## config.mk

```make
export PLATFORM = sky130hd
export DESIGN_NAME = fetch_unit
export DESIGN_NICKNAME = d
export VERILOG_FILES = /design/src/rtl/fetch_unit_pkg.sv /design/src/rtl/fetch_unit_pc_next.sv /design/src/rtl/fetch_unit.sv
export SDC_FILE = /design/constraint.sdc
export NUM_CORES = 1
export LEC_CHECK = 0
export ABC_AREA = 1
export CORE_MARGIN = 5
export CORE_UTILIZATION = 43
export CTS_CLUSTER_DIAMETER = 80
export DETAILED_ROUTE_END_ITERATION = 7
export GPL_TIMING_DRIVEN = 0
export PLACE_DENSITY = 0.75
export SLEW_MARGIN = 20
export SYNTH_ARGS = -nofsm -noshare
export SYNTH_HDL_FRONTEND = slang
export SYNTH_SLANG_ARGS = --single-unit
export TNS_END_PERCENT = 10
```

## constraint.sdc

```tcl
create_clock -name i_clk -period 2.78 [get_ports i_clk]
set_input_delay 0.417 -clock i_clk [delete_from_list [all_inputs] [get_ports i_clk]]
set_output_delay 0.417 -clock i_clk [all_outputs]
set_load 0.01 [all_outputs]
```

## src/rtl/fetch_unit_pkg.sv

```systemverilog
// rtl/fetch_unit_pkg.sv - shared types and constants for the fetch stage and decoder
package fetch_unit_pkg;

    typedef enum logic [1:0] {
        PC_INCR       = 2'd0,
        PC_IMM_OFFSET = 2'd1,
        PC_ALU_OUT    = 2'd2
    } pc_sel_e;

    typedef logic [31:0] data_val_t;

    typedef struct packed {
        logic [6:0] funct7;
        logic [4:0] rs2;
        logic [4:0] rs1;
        logic [2:0] funct3;
        logic [4:0] rd;
        logic [6:0] opcode;
    } instr_t;

    typedef enum logic [1:0] {
        IDLE  = 2'd0,
        FETCH = 2'd1,
        READY = 2'd2,
        HALT  = 2'd3
    } fetch_state_e;

    localparam logic [31:0] DEFAULT_RESET_PC = 32'h0000_0000;

endpackage

```

## src/rtl/fetch_unit_pc_next.sv

```systemverilog
// rtl/fetch_unit_pc_next.sv - combinational next-PC selection and misalignment detect
module fetch_unit_pc_next
    import fetch_unit_pkg::*;
(
    input  logic [31:0] pc,
    input  pc_sel_e     pc_sel,
    input  data_val_t   imm_val,
    input  data_val_t   alu_out,
    output logic [31:0] next_pc,
    output logic        misaligned
);

    always_comb begin
        next_pc = pc + 32'd4;
        case (pc_sel)
            PC_INCR:       next_pc = pc + 32'd4;
            PC_IMM_OFFSET: next_pc = pc + imm_val;
            // JALR target: bit 0 is always cleared, bit 1 is left for the misalign check
            PC_ALU_OUT:    next_pc = {alu_out[31:1], 1'b0};
            default:       next_pc = pc + 32'd4;
        endcase
    end

    assign misaligned = (next_pc[1:0] != 2'b00);

endmodule

```

## src/rtl/fetch_unit.sv

```systemverilog
// rtl/fetch_unit.sv - instruction fetch stage: PC, imem handshake, retired counter, halt
module fetch_unit
    import fetch_unit_pkg::*;
#(
    parameter logic [31:0] RESET_PC  = DEFAULT_RESET_PC,
    parameter int          CNT_WIDTH = 32
) (
    input  logic                 i_clk,
    input  logic                 i_rst,
    input  pc_sel_e              i_pc_sel,
    input  data_val_t            i_imm_val,
    input  data_val_t            i_alu_out,
    input  logic                 i_exec_done,
    output logic                 o_imem_req,
    output logic [31:0]          o_imem_addr,
    input  logic                 i_imem_ack,
    input  instr_t               i_imem_rdata,
    output instr_t               o_cur_instr_val,
    output logic                 o_instr_vld,
    output logic [31:0]          o_pc_val,
    output logic [31:0]          o_pc_plus4,
    output logic                 o_halted,
    output logic [CNT_WIDTH-1:0] o_retired_cnt
);

    fetch_state_e         state;
    fetch_state_e         state_next;
    logic [31:0]          pc;
    logic [31:0]          next_pc;
    logic                 next_misaligned;
    logic                 commit;
    logic                 capture;
    instr_t               instr_q;
    logic                 vld_q;
    logic                 halted_q;
    logic [CNT_WIDTH-1:0] cnt_q;

    fetch_unit_pc_next u_pc_next (
        .pc         (pc),
        .pc_sel     (i_pc_sel),
        .imm_val    (i_imm_val),
        .alu_out    (i_alu_out),
        .next_pc    (next_pc),
        .misaligned (next_misaligned)
    );

    always_ff @(posedge i_clk or posedge i_rst) begin
        if (i_rst) begin
            state <= IDLE;
        end else begin
            state <= state_next;
        end
    end

    always_comb begin
        state_next = state;
        o_imem_req = 1'b0;
        capture    = 1'b0;
        commit     = 1'b0;
        case (state)
            IDLE: begin
                state_next = FETCH;
            end
            FETCH: begin
                o_imem_req = 1'b1;
                if (i_imem_ack) begin
                    capture    = 1'b1;
                    state_next = READY;
                end
            end
            READY: begin
                if (i_exec_done) begin
                    commit     = 1'b1;
                    state_next = next_misaligned ? HALT : FETCH;
                end
            end
            HALT: begin
                state_next = HALT;
            end
            default: begin
                state_next = HALT;
            end
        endcase
    end

    always_ff @(posedge i_clk or posedge i_rst) begin
        if (i_rst) begin
            pc       <= RESET_PC;
            instr_q  <= '0;
            vld_q    <= 1'b0;
            halted_q <= 1'b0;
            cnt_q    <= '0;
        end else begin
            if (capture) begin
                instr_q <= i_imem_rdata;
                vld_q   <= 1'b1;
            end
            // A misaligned target still retires the current instruction but freezes the PC
            if (commit) begin
                vld_q <= 1'b0;
                cnt_q <= cnt_q + CNT_WIDTH'(1);
                if (next_misaligned) begin
                    halted_q <= 1'b1;
                end else begin
                    pc <= next_pc;
                end
            end
        end
    end

    assign o_imem_addr     = pc;
    assign o_pc_val        = pc;
    assign o_pc_plus4      = pc + 32'd4;
    assign o_cur_instr_val = instr_q;
    assign o_instr_vld     = vld_q;
    assign o_halted        = halted_q;
    assign o_retired_cnt   = cnt_q;

endmodule

```

==> flow_summary.toml <==
[clock_network]
clock_sinks = 100
cts_made_buffers = 9
cts_tree = "built"
root_buffer = "clkbuf_16"
clk_pin_slew_ps = 70
insertion_delay_ps = 340
htree_levels = 3
cts_max_path_buffers = 2
cts_hold_buf = 0

[yosys]
synth_cells = 1165
syn_nets = 1303
yosysWarningCount = 0
ys_seq_area_frac = 0.3126
synth.distinct_cells = 41
syn_area_per_cell_um2 = 6.871
synthesis.area_um2 = 8005
async_flop_share = 1.000
synth_edf_count = 0
ys_dominant_reg_cell = "dfrtp_1"
synth_seq_cells = 100

[global_routing]
grt_use_met2 = 0.4031
use_met3 = 0.05742
grt_pass1_vias = 8409
grt_pass1_wl_mm = 43.33
antenna_found_initial = 0
overflow = 0
grt_util_met1 = 0.3287
top_usage_layer = "met2"
grt_max_degree = 33
track_usage = 0.2505

[critical_path]
cp-start-kind = "register"
cp_data_required_time_ps = 2360
path_class = "reg -> out"
critPathMaxFanout = 6
endpoint_kind = "output pin"
arrival_ps = 2400
reg2reg_depth = 20

[route]
wl_mm = 27.48
dr.pass1.iters = 6
drc = 0
post_drt_wl_per_cell_um = 15.95
drt-vias-per-instance = 5.005
drt_iter0_markers = 544
vias = 8623
postRouteAntennaNets = 0

[place]
io_buffers = 263
post_dp_cell_area_um2 = 10990
dp_hpwl_mm = 22.00
place.gp.congestion = 0.9696

[timing]
maxSlewViolCount = 0
finalCritPeriodShare = 1.014
worst_pin_slew_ps = 647.0
setup_viol = 1
finalWorstSetupSlack_ps = -39.49
rsz0062_at_grt = "true"
max_freq_mhz = 354.7
period_minus_slack_ps = 2819
hold_viol = 0
skew_ps = 8.400
slew_headroom = 0.5687

[cells_and_area]
drive_above_1_share = 0.1464
nNetsFinal = 1622
fin_util = 0.6333
fill_cells = 1648
antenna_cells = 0
area_growth_pct = 46.50
design_area_um2 = 11730

[die]
core_area_um2 = 18520
rows = 50
die_x_um = 146.4
ios = 265
die_area_um2 = 21440
dieHeight_um = 146.4
start_util = 0.4323

[flow_run]
maxCapViolCount = 0

[power_and_ir_drop]
ir_drop_mv = 0.3355
power_density_nw_per_um2 = 592.0
leakage_uw = 0.006049

[outcome]
status = "finished with violations"
violations = "negative setup slack"

[worst_hold_path]
worstHoldPathType = "in -> async"
[metrics by stage]
step / setup TNS [ps] / hold slack (ps) / power [uW] / instances / setup slack, ps
6_report: -39.49 / 430.9 / 6942 / 1723 / -39.49
3_5_place_dp: -11380 / 461.3 / 5461 / 1665 / -441.8
3_3_place_gp: -9643 / 455.6 / 5388 / 1662 / -386.9
5_1_grt: -595.2 / 445.2 / 7395 / 1723 / -120.0
2_1_floorplan: 0 / 494.8 / 3747 / 1165 / 537.6
4_1_cts: 0 / 430.9 / 6880 / 1704 / 1.317
[sequential cells by signal, summed over array words and instances (netlist names)]
signal           cells
o_halted             1
o_retired_cnt       32
o_imem_addr         32
o_instr_vld          1
state                2
o_cur_instr_val     32
[worst max-delay path: stages, from the launching register on]
cell             delay [ps]
dfrtp_2                 460
inv_2                    80
nor3_4                  330
nand2_1                 190
nor2_1                  200
xor2_2                  240
clkdlybuf4s50_1         580
[path summary, 6_finish.rpt]
check	from	to	slack [ps]
max	o_imem_addr[4]$_DFFE_PP0P_	o_pc_plus4[17]	-40
min	i_rst	o_cur_instr_val[26]$_DFFE_PP0P_	430
max reg2reg	o_imem_addr[8]$_DFFE_PP0P_	o_imem_addr[25]$_DFFE_PP0P_	140
min reg2reg	o_halted$_DFFE_PP0P_	o_halted$_DFFE_PP0P_	480
max in group asynchronous	i_rst	o_imem_addr[5]$_DFFE_PP0P_	1660
min in group i_clk	o_halted$_DFFE_PP0P_	o_halted$_DFFE_PP0P_	480
[cells in the final DEF, fill, tap and decap left out, types with 6 or more instances in the layout]
cell,netlist,final
nand2_2,4,7
clkbuf_1,10,9
buf_2,7,7
nand4_1,10,10
mux2_2,32,32
nor2_1,85,82
clkbuf_16,0,9
nand2_1,382,379
nor2_4,8,10
inv_2,9,8
ha_1,35,34
nor2_2,5,6
nand3_2,6,6
o21ai_0,33,32
buf_4,35,76
nand3b_1,6,6
nand3_1,62,62
inv_1,172,171
nor3_1,15,14
o211ai_1,10,10
xnor2_1,20,20
clkdlybuf4s50_1,0,253
dfrtp_2,0,25
xor2_1,32,28
a21oi_1,57,57
dfrtp_1,100,75
[Yosys cell counts (4+ instances only)]
cell	n	area, um2
a21oi_1	57	285.3
nor2_2	5	31.28
nand3b_1	6	45.04
dfrtp_1	100	2502
nand4_1	10	62.56
inv_2	9	33.78
o211ai_1	10	75.07
nand2_2	4	25.02
or2_2	4	25.02
o21ai_0	33	165.2
buf_2	7	35.03
inv_1	172	645.6
o21bai_1	4	30.03
nor3_1	15	75.07
nand2_1	382	1434
clkbuf_1	10	37.54
ha_1	35	437.9
xor2_1	32	280.3
mux2_2	32	360.4
nand3_1	62	310.3
nor2_1	85	319.1
xnor2_1	20	175.2
buf_4	35	262.8
nor2_4	8	90.09
o21ai_1	4	20.02
nand3_2	6	60.06
[report_power, final]
part / total [uW] / switching [uW] / internal (uW)
clock network: 1280 / 573 / 709
registers: 2030 / 278 / 1750
logic: 3630 / 1770 / 1870
total: 6940 / 2620 / 4320
[layer usage]
metal  routed length [um]  share of wire
met2                12460           0.45
met4                 1053          0.038
met1                11580           0.42
met5                    0              0
met3                 2392          0.087
[cell type report]
type	count	area [um2]	area share
multi-input cells	829	4546	0.3876
well taps	234	292.8	0.02497
repair buffers	308	3010	0.2567
inverters	182	689.4	0.05879
clock buffers	10	229.0	0.01952
clock inverters	6	72.57	0.006188
plain buffers	54	354.1	0.03019
flip-flops and latches	100	2534	0.2160
[kinds of logic (layout without fill, tap and decap cells)]
family,count (synthesis),after routing,share of synthesized area
AOI/OAI and AO/OA,114,114,0.07768
xor gates and xnor gates,52,52,0.05689
and+or+nand+nor,595,595,0.3224
muxes,32,32,0.04501
adders and majority gates,36,36,0.05721
DFF,100,100,0.3126
buffers and inverters,236,560,0.1282
[timing repair]
action / CTS / global route
pin swaps: 3 / 3
buffers inserted: 23 / 19
endpoints found under the setup margin: 37 / 44
resized for setup: 37 / 22
Power figures use the tool's default switching activity.
